===== config.mk =====
export PLATFORM = sky130hd
export DESIGN_NAME = fetch_instr_queue_flat
export DESIGN_NICKNAME = d
export VERILOG_FILES = /design/src/rtl/fetch_instr_queue_if.sv /design/src/rtl/fetch_instr_queue.sv /design/src/flat_wrapper.sv
export SDC_FILE = /design/constraint.sdc
export NUM_CORES = 2
export LEC_CHECK = 0
export CORE_MARGIN = 2
export CORE_UTILIZATION = 60
export DETAILED_ROUTE_END_ITERATION = 10
export PLACE_DENSITY = 0.79
export SLEW_MARGIN = 20
export SYNTH_ARGS = -nofsm -noshare
export SYNTH_HDL_FRONTEND = slang
export SYNTH_SLANG_ARGS = --single-unit

===== constraint.sdc =====
create_clock -name clk -period 9.9 [get_ports clk]
set_input_delay 1.485 -clock clk [delete_from_list [all_inputs] [get_ports clk]]
set_output_delay 1.485 -clock clk [all_outputs]
set_load 0.005 [all_outputs]

===== src/rtl/fetch_instr_queue_if.sv =====
// Shared fetch/rename instruction record and the queue's handshake bundle.
// Fetch/rename drive the master side; the queue is the slave.
package fetch_instr_queue_pkg;
  typedef struct packed {
    logic        valid;
    logic [31:0] pc;
    logic [31:0] instr;
    logic        br_taken_pred;
  } pc_instr_t;
endpackage

interface fetch_instr_queue_if
  import fetch_instr_queue_pkg::*;
#(
  parameter int DEPTH = 16,
  parameter int ENQ_W = 2,
  parameter int DEQ_W = 2
);
  logic [ENQ_W-1:0]             enq_valid;
  pc_instr_t [ENQ_W-1:0]        enq_data;
  logic                         enq_ready;
  logic [DEQ_W-1:0]             deq_valid;
  pc_instr_t [DEQ_W-1:0]        deq_data;
  logic [$clog2(DEQ_W+1)-1:0]   deq_take;
  logic [$clog2(DEPTH+1)-1:0]   count;

  modport master (
    output enq_valid, enq_data, deq_take,
    input  enq_ready, deq_valid, deq_data, count
  );

  modport slave (
    input  enq_valid, enq_data, deq_take,
    output enq_ready, deq_valid, deq_data, count
  );
endinterface


===== src/rtl/fetch_instr_queue.sv =====
// Fetch-to-rename decoupling FIFO: multi-lane enqueue, in-order
// multi-lane dequeue, single-cycle flush on mispredict.
module fetch_instr_queue
  import fetch_instr_queue_pkg::*;
#(
  parameter int DEPTH = 16,
  parameter int ENQ_W = 2,
  parameter int DEQ_W = 2
) (
  input logic clk,
  input logic rst_n,
  input logic flush,
  fetch_instr_queue_if.slave q
);
  localparam int IW = $clog2(DEPTH);
  localparam int PW = IW + 1;
  localparam int CW = $clog2(DEPTH + 1);
  localparam int NW = $clog2(ENQ_W + 1);
  localparam int TW = $clog2(DEQ_W + 1);

  pc_instr_t     mem_q [DEPTH];
  logic [PW-1:0] head_q, head_d;
  logic [PW-1:0] tail_q, tail_d;
  logic [CW-1:0] cnt;
  logic [NW-1:0] n_enq;
  logic [TW-1:0] n_deq;
  logic          ready;
  logic          fire;

  assign cnt   = CW'(tail_q - head_q);
  assign ready = (DEPTH - int'(cnt)) >= ENQ_W;
  assign fire  = ready && !flush;

  // Group size is the run of valid lanes starting at lane 0.
  always_comb begin
    n_enq = '0;
    for (int i = 0; i < ENQ_W; i++)
      if (q.enq_valid[i] && int'(n_enq) == i)
        n_enq = NW'(i + 1);
  end

  always_comb begin
    n_deq = q.deq_take;
    if (int'(n_deq) > DEQ_W)
      n_deq = TW'(DEQ_W);
    if (int'(n_deq) > int'(cnt))
      n_deq = TW'(cnt);
  end

  always_comb begin
    head_d = head_q + PW'(n_deq);
    tail_d = tail_q;
    if (fire)
      tail_d = tail_q + PW'(n_enq);
    if (flush) begin
      head_d = '0;
      tail_d = '0;
    end
  end

  always_ff @(posedge clk or negedge rst_n) begin
    if (!rst_n) begin
      head_q <= '0;
      tail_q <= '0;
    end else begin
      head_q <= head_d;
      tail_q <= tail_d;
    end
  end

  always_ff @(posedge clk) begin
    for (int i = 0; i < ENQ_W; i++)
      if (fire && i < int'(n_enq))
        mem_q[IW'(tail_q + PW'(i))] <= q.enq_data[i];
  end

  assign q.count     = cnt;
  assign q.enq_ready = ready;

  always_comb begin
    for (int i = 0; i < DEQ_W; i++) begin
      q.deq_valid[i] = int'(cnt) > i;
      q.deq_data[i]  = '0;
      if (int'(cnt) > i)
        q.deq_data[i] = mem_q[IW'(head_q + PW'(i))];
      q.deq_data[i].valid = int'(cnt) > i;
    end
  end

  ap_take_range: assert property (
    @(posedge clk) disable iff (!rst_n) int'(q.deq_take) <= DEQ_W
  );
endmodule


===== src/flat_wrapper.sv =====
// flat-port wrapper written by rule: the top's interface ports become plain ports
module fetch_instr_queue_flat import fetch_instr_queue_pkg::*;
#(
  parameter int DEPTH = 16,
  parameter int ENQ_W = 2,
  parameter int DEQ_W = 2
)
  (clk, rst_n, flush, q_enq_valid, q_enq_data, q_deq_take, q_enq_ready, q_deq_valid, q_deq_data, q_count);
  fetch_instr_queue_if #(.DEPTH(DEPTH), .ENQ_W(ENQ_W), .DEQ_W(DEQ_W)) q_i ();
  input logic clk;
  input logic rst_n;
  input logic flush;
  input wire logic [$bits(q_i.enq_valid)-1:0] q_enq_valid;
  input wire logic [$bits(q_i.enq_data)-1:0] q_enq_data;
  input wire logic [$bits(q_i.deq_take)-1:0] q_deq_take;
  output wire logic [$bits(q_i.enq_ready)-1:0] q_enq_ready;
  output wire logic [$bits(q_i.deq_valid)-1:0] q_deq_valid;
  output wire logic [$bits(q_i.deq_data)-1:0] q_deq_data;
  output wire logic [$bits(q_i.count)-1:0] q_count;
  assign q_i.enq_valid = q_enq_valid;
  assign q_i.enq_data = q_enq_data;
  assign q_i.deq_take = q_deq_take;
  assign q_enq_ready = q_i.enq_ready;
  assign q_deq_valid = q_i.deq_valid;
  assign q_deq_data = q_i.deq_data;
  assign q_count = q_i.count;
  fetch_instr_queue #(.DEPTH(DEPTH), .ENQ_W(ENQ_W), .DEQ_W(DEQ_W)) u_core (.clk(clk), .rst_n(rst_n), .flush(flush), .q(q_i));
endmodule

# Yosys cells after proc, flatten, opt, wreduce, memory -nomap -nowiden
# Memories as Yosys holds them, arrays and structs flattened.
# Index checks and enable logic that the tools add are counted.
word_totals:
  input_bits: 139
  output_inout_bits: 140
  ramBits: 1056
  memories: 1
  ff_bits: 10
op_classes:
  eq_ne: 1
  mux: 13
  order_cmp: 7
  n_reduce_logical: 6
  addsub: 6
mem_list:
  columns: ["memory", "depth", "width", "rd", "rd_ports_with_merged_regs", "write_ports", "line_no", "source"]
  rows:
  - ["u_core.mem_q", 16, 66, 2, 0, 2, "fetch_instr_queue.sv:21", "pc_instr_t mem_q [DEPTH];"]
ops:
  columns: ["cell", "count"]
  rows:
  - ["2-to-1 mux 65 bit", 2]
  - [">= comparator 32 x 3 -> 1 bit, second input constant", 1]
  - ["2-to-1 mux 5 bit", 3]
  - ["adder 5 x 2 -> 5 bit", 2]
  - ["> comparator 5 x 1 -> 1 bit, second input constant", 2]
  - ["adder 4 x 1 -> 4 bit, second input constant", 2]
  - ["2-to-1 mux 2 bit", 3]
  - ["subtractor 5 x 5 -> 6 bit, first input constant", 1]
  - ["> comparator 2 x 5 -> 1 bit", 1]
  - ["2-to-1 mux 1 bit", 5]
  - ["subtractor 5 bit", 1]
  - ["logical AND 1 bit", 4]
  - ["less-than comparator 1 x 2 -> 1 bit, first input constant", 2]
  - ["equality test 2 bit, second input constant", 1]
  - ["> comparator 2 bit, second input constant", 1]
  - ["nonzero test 2 bit", 1]
  - ["logical NOT 1 bit", 1]

# Depth between registers and ports, before layout
logic_depth:
  depth_word: 8
  ltp_mapped: 18
  ltp_nobuf: 15

# Least setup slack after synthesis
# OpenSTA, ideal clock, no wires.
synth_path:
  path_kind: "reg-to-reg"
  from: "reg u_core.head_q[2]"
  to: "mem u_core.mem_q[4][0] (netlist bit), enable pin"
  t_required_ns: 9.331
  arrival_ns: 6.952
  path_stages_with_launch: 14
  setup_ns: 0.569
  path_slack_ns: 2.379
  path_cell_list: "dfrtp_1 clkbuf_1 inv_1 clkbuf_1 ha_1 a21oi_1 nand2_2 xnor2_4 and3_1 ha_1 nand2_1 or2_2 o21ai_0 nor3_1"
synth_lines:
  columns: ["element", "line_no", "source"]
  rows:
  - ["start: declaration", "fetch_instr_queue.sv:22", "logic [PW-1:0] head_q, head_d;"]
  - ["start signal: assignment", "fetch_instr_queue.sv:63", "head_q <= '0;"]
  - ["start signal: assignment", "fetch_instr_queue.sv:66", "head_q <= head_d;"]
  - ["end: declaration", "fetch_instr_queue.sv:21", null]

# Final worst setup path
layout_path:
  from: "reg u_core.head_q[3]"
  to: "out q_deq_data[74]"
layout_via:
  elab_chain_len: 3
  elab_cells_between_ends: 5
  cone_classes: "2 x add/sub; 1 x order compare; 1 x mux; 1 x memory"
layout_lines:
  columns: ["element", "line_no", "source"]
  rows:
  - ["adder 4 x 1 -> 4 bit or subtractor 5 bit (tied branches)", "fetch_instr_queue.sv:85, fetch_instr_queue.sv:30", null]
  - ["memory (16 x 66 bit) or > comparator 5 x 1 -> 1 bit (tied branches)", null, null]
  - ["2-to-1 mux 65 bit (*)", "fetch_instr_queue.sv:84", "if (int'(cnt) > i)"]
  - ["end: declaration", "flat_wrapper.sv:18", "output wire logic [$bits(q_i.deq_data)-1:0] q_deq_data;"]
# Every way passes the cells marked *; elsewhere a longest branch is shown, timed or not.

==> impl_metrics.toml <==
[outcome]
outcome = "finished clean"

[synthesis]
ys_types = 58
ys_seq_area_share_pct = 50.3
ys_seq_elements = 1050
synth_edf_count = 1040
synth_top_cell_by_area = "edfxtp_1"
ys.flop_type = "edfxtp_1"
synth_cells = 3966
yosys_warnings = 0
syn_avg_cell_area_um2 = 15.8
yosysTopAreaCellShare_pct = 49.9
syn_area_mm2 = 0.0626
synth_nets = 4123
synthArstFlopShare_pct = 0.952
synth_area_leaders = "edfxtp_1, mux4_2, mux2_2"

[floorplan]
start_util_pct = 60.5
die-area_mm2 = 0.107
io_pins = 279
coreArea_mm2 = 0.103
die_h_um = 327
fp-row-count = 118
fp.dieW_um = 327

[sta]
fin_setup_tns_ns = 0
hold_viol = 0
max_slew_margin_pct = 24.1
max_freq_mhz = 126
finalMaxSlewViolations = 0
fin_ws_ns = 1.99
rsz0062_at_grt = "false"
tightest_slew_ns = 1.14
period_minus_slack_ns = 7.91
finalCritPeriodShare_pct = 79.9
setup_viol = 0
final.setup_skew_ns = 0.0363

[clocking]
cts.sinks = 1050
cts-root-buf = "clkbuf_16"
clk_latency_ns = 0.72
cts_tree = "done"
postCtsHoldBufs = 0
h-tree-depth = 3
cts_setup_buffers = 0
clock_path_buffers = 3
cts_buffers = 112
cts.repair.resized = 0
clkTransAtPathRegs_ns = 0.05

[power_and_ir_drop]
peakVddDrop_mv = 0.386
p_leak_uw = 0.0216
p_total_uw = 18700
p_per_area_mw_per_mm2 = 270

[routing]
vias = 40500
drc = 0
vias_per_cell = 7.43
ant_nets = 0
wire_per_inst_um = 34.1
first_pass_iters = 5
wl_mm = 186
dr.first_iter.drc_count = 5286

[worst_setup_path]
critical_path_peak_fanout = 37
cp-start-kind = "flip-flop"
worstSetupEndpointType = "output port"
critical_path_required_ns = 8.42
arrival_ns = 6.43
worst-setup-path-type = "reg -> out"

[layout]
drive_gt1_share_pct = 32.3
design_area_mm2 = 0.0692
syn_to_final_growth_pct = 10.6
mostFrequentLayoutCell = "edfxtp_1"
final_nets = 4125
final_cell_mix = "edfxtp_1, mux2_2, mux2_1, mux4_2, mux2i_1"
fill_cells = 7020

[placement]
place_area_mm2 = 0.0657
dp_slack_ns = 2.89
gp_congestion = 0.828
dp_hpwl_mm = 96.5
numPortBuffers = 276

[global_routing]
grt_pass1_wl_mm = 268
grt_use_total_pct = 34.3
grt_pass1_vias = 40300
antenna_found_initial = 16
grt_max_degree = 148
grt-ovfl-total = 0

[worst_hold_path]
hold_class = "reg -> reg"

[job]
max_cap_viol_count = 0
-- synthesized netlist by cell type (70+ instances only) --
| master | count |
|---|---|
| mux4_2 | 390 |
| edfxtp_1 | 1040 |
| a211oi_1 | 131 |
| a21oi_1 | 73 |
| nor2b_1 | 73 |
| mux2_1 | 416 |
| mux2_2 | 625 |
| buf_2 | 88 |
| clkbuf_1 | 265 |
| mux2i_1 | 327 |
| o221ai_1 | 130 |
| nor3_1 | 70 |
-- metrics by stage --
| step | instances | hold WS [ns] | util, % |
|---|---|---|---|
| global route | 5443 | 0.613 | 66.8 |
| finish | 5448 | 0.597 | 66.9 |
| floorplan | 3966 | 0.524 | - |
| global placement | 5233 | 0.544 | 63.5 |
| detailed placement | 5233 | 0.582 | 63.5 |
| CTS | 5436 | 0.598 | 66.8 |
-- worst paths after layout --
| check | start | to | slack, ns | cells past startpoint |
|---|---|---|---|---|
| max | u_core.head_q[3] | q_deq_data[74] | 1.99 | 10 |
| min | u_core.head_q[4] | u_core.head_q[4] | 0.60 | 2 |
| max reg2reg | u_core.head_q[0] | u_core.mem_q[14][31] | 3.73 | 15 |
| min reg2reg | u_core.head_q[4] | u_core.head_q[4] | 0.60 | 2 |
| max in group asynchronous | rst_n | u_core.head_q[3] | 8.42 | 1 |
| min in group asynchronous | rst_n | u_core.head_q[0] | 1.09 | 1 |
-- critical path, stage by stage, from the launching register on --
cell and delay, ns:
dfrtp_4 0.85, inv_4 0.50, ha_1 0.64, a21oi_2 0.12, xnor2_2 0.44, nand3_1 0.25, nor2_4 0.84, buf_4 0.65
buf_4 0.55, a211oi_1 0.22, clkdlybuf4s50_1 0.55
-- report_power, final --
part	internal, uW	switching [uW]
clock	2260	1780
combinational	4450	4860
sequential	5150	174
-- per-layer routing --
layer  part of all wire (%)  GRT usage [%]
met2                     47           53.4
met5                  0.053              0
met3                     12           7.90
met1                     38           47.7
met4                    3.5           12.1
-- cell families (layout without fill, tap and decap cells) --
group           count (synthesis)  in the layout  synth area share [%]
mux                          1759           1759                  38.0
compound gates                439            439                  5.46
simple gates                  203            203                  1.81
xor+xnor                       11             11                 0.208
flops                        1050           1050                  50.3
other cells                     0             11                     0
fa+ha+maj                      18             18                 0.396
buf+inv                       486            577                  3.79
-- layout make-up --
cell class,count,area [um2],share of cell area (%)
flip-flops and latches,1050,31500,45.5
multi-input cells,2430,29000,41.9
repair buffers,359,3470,5.01
clock buffers,139,2930,4.23
well taps,1380,1730,2.50
clock inverters,64,493,0.713
inverters,15,61.3,0.0886
diodes,11,27.5,0.0398
-- state kept, by name (all words and copies together) (netlist names) --
signal,count
u_core.head_q,5
u_core.mem_q,1040
u_core.tail_q,5
(Power assumes the default switching activity.)
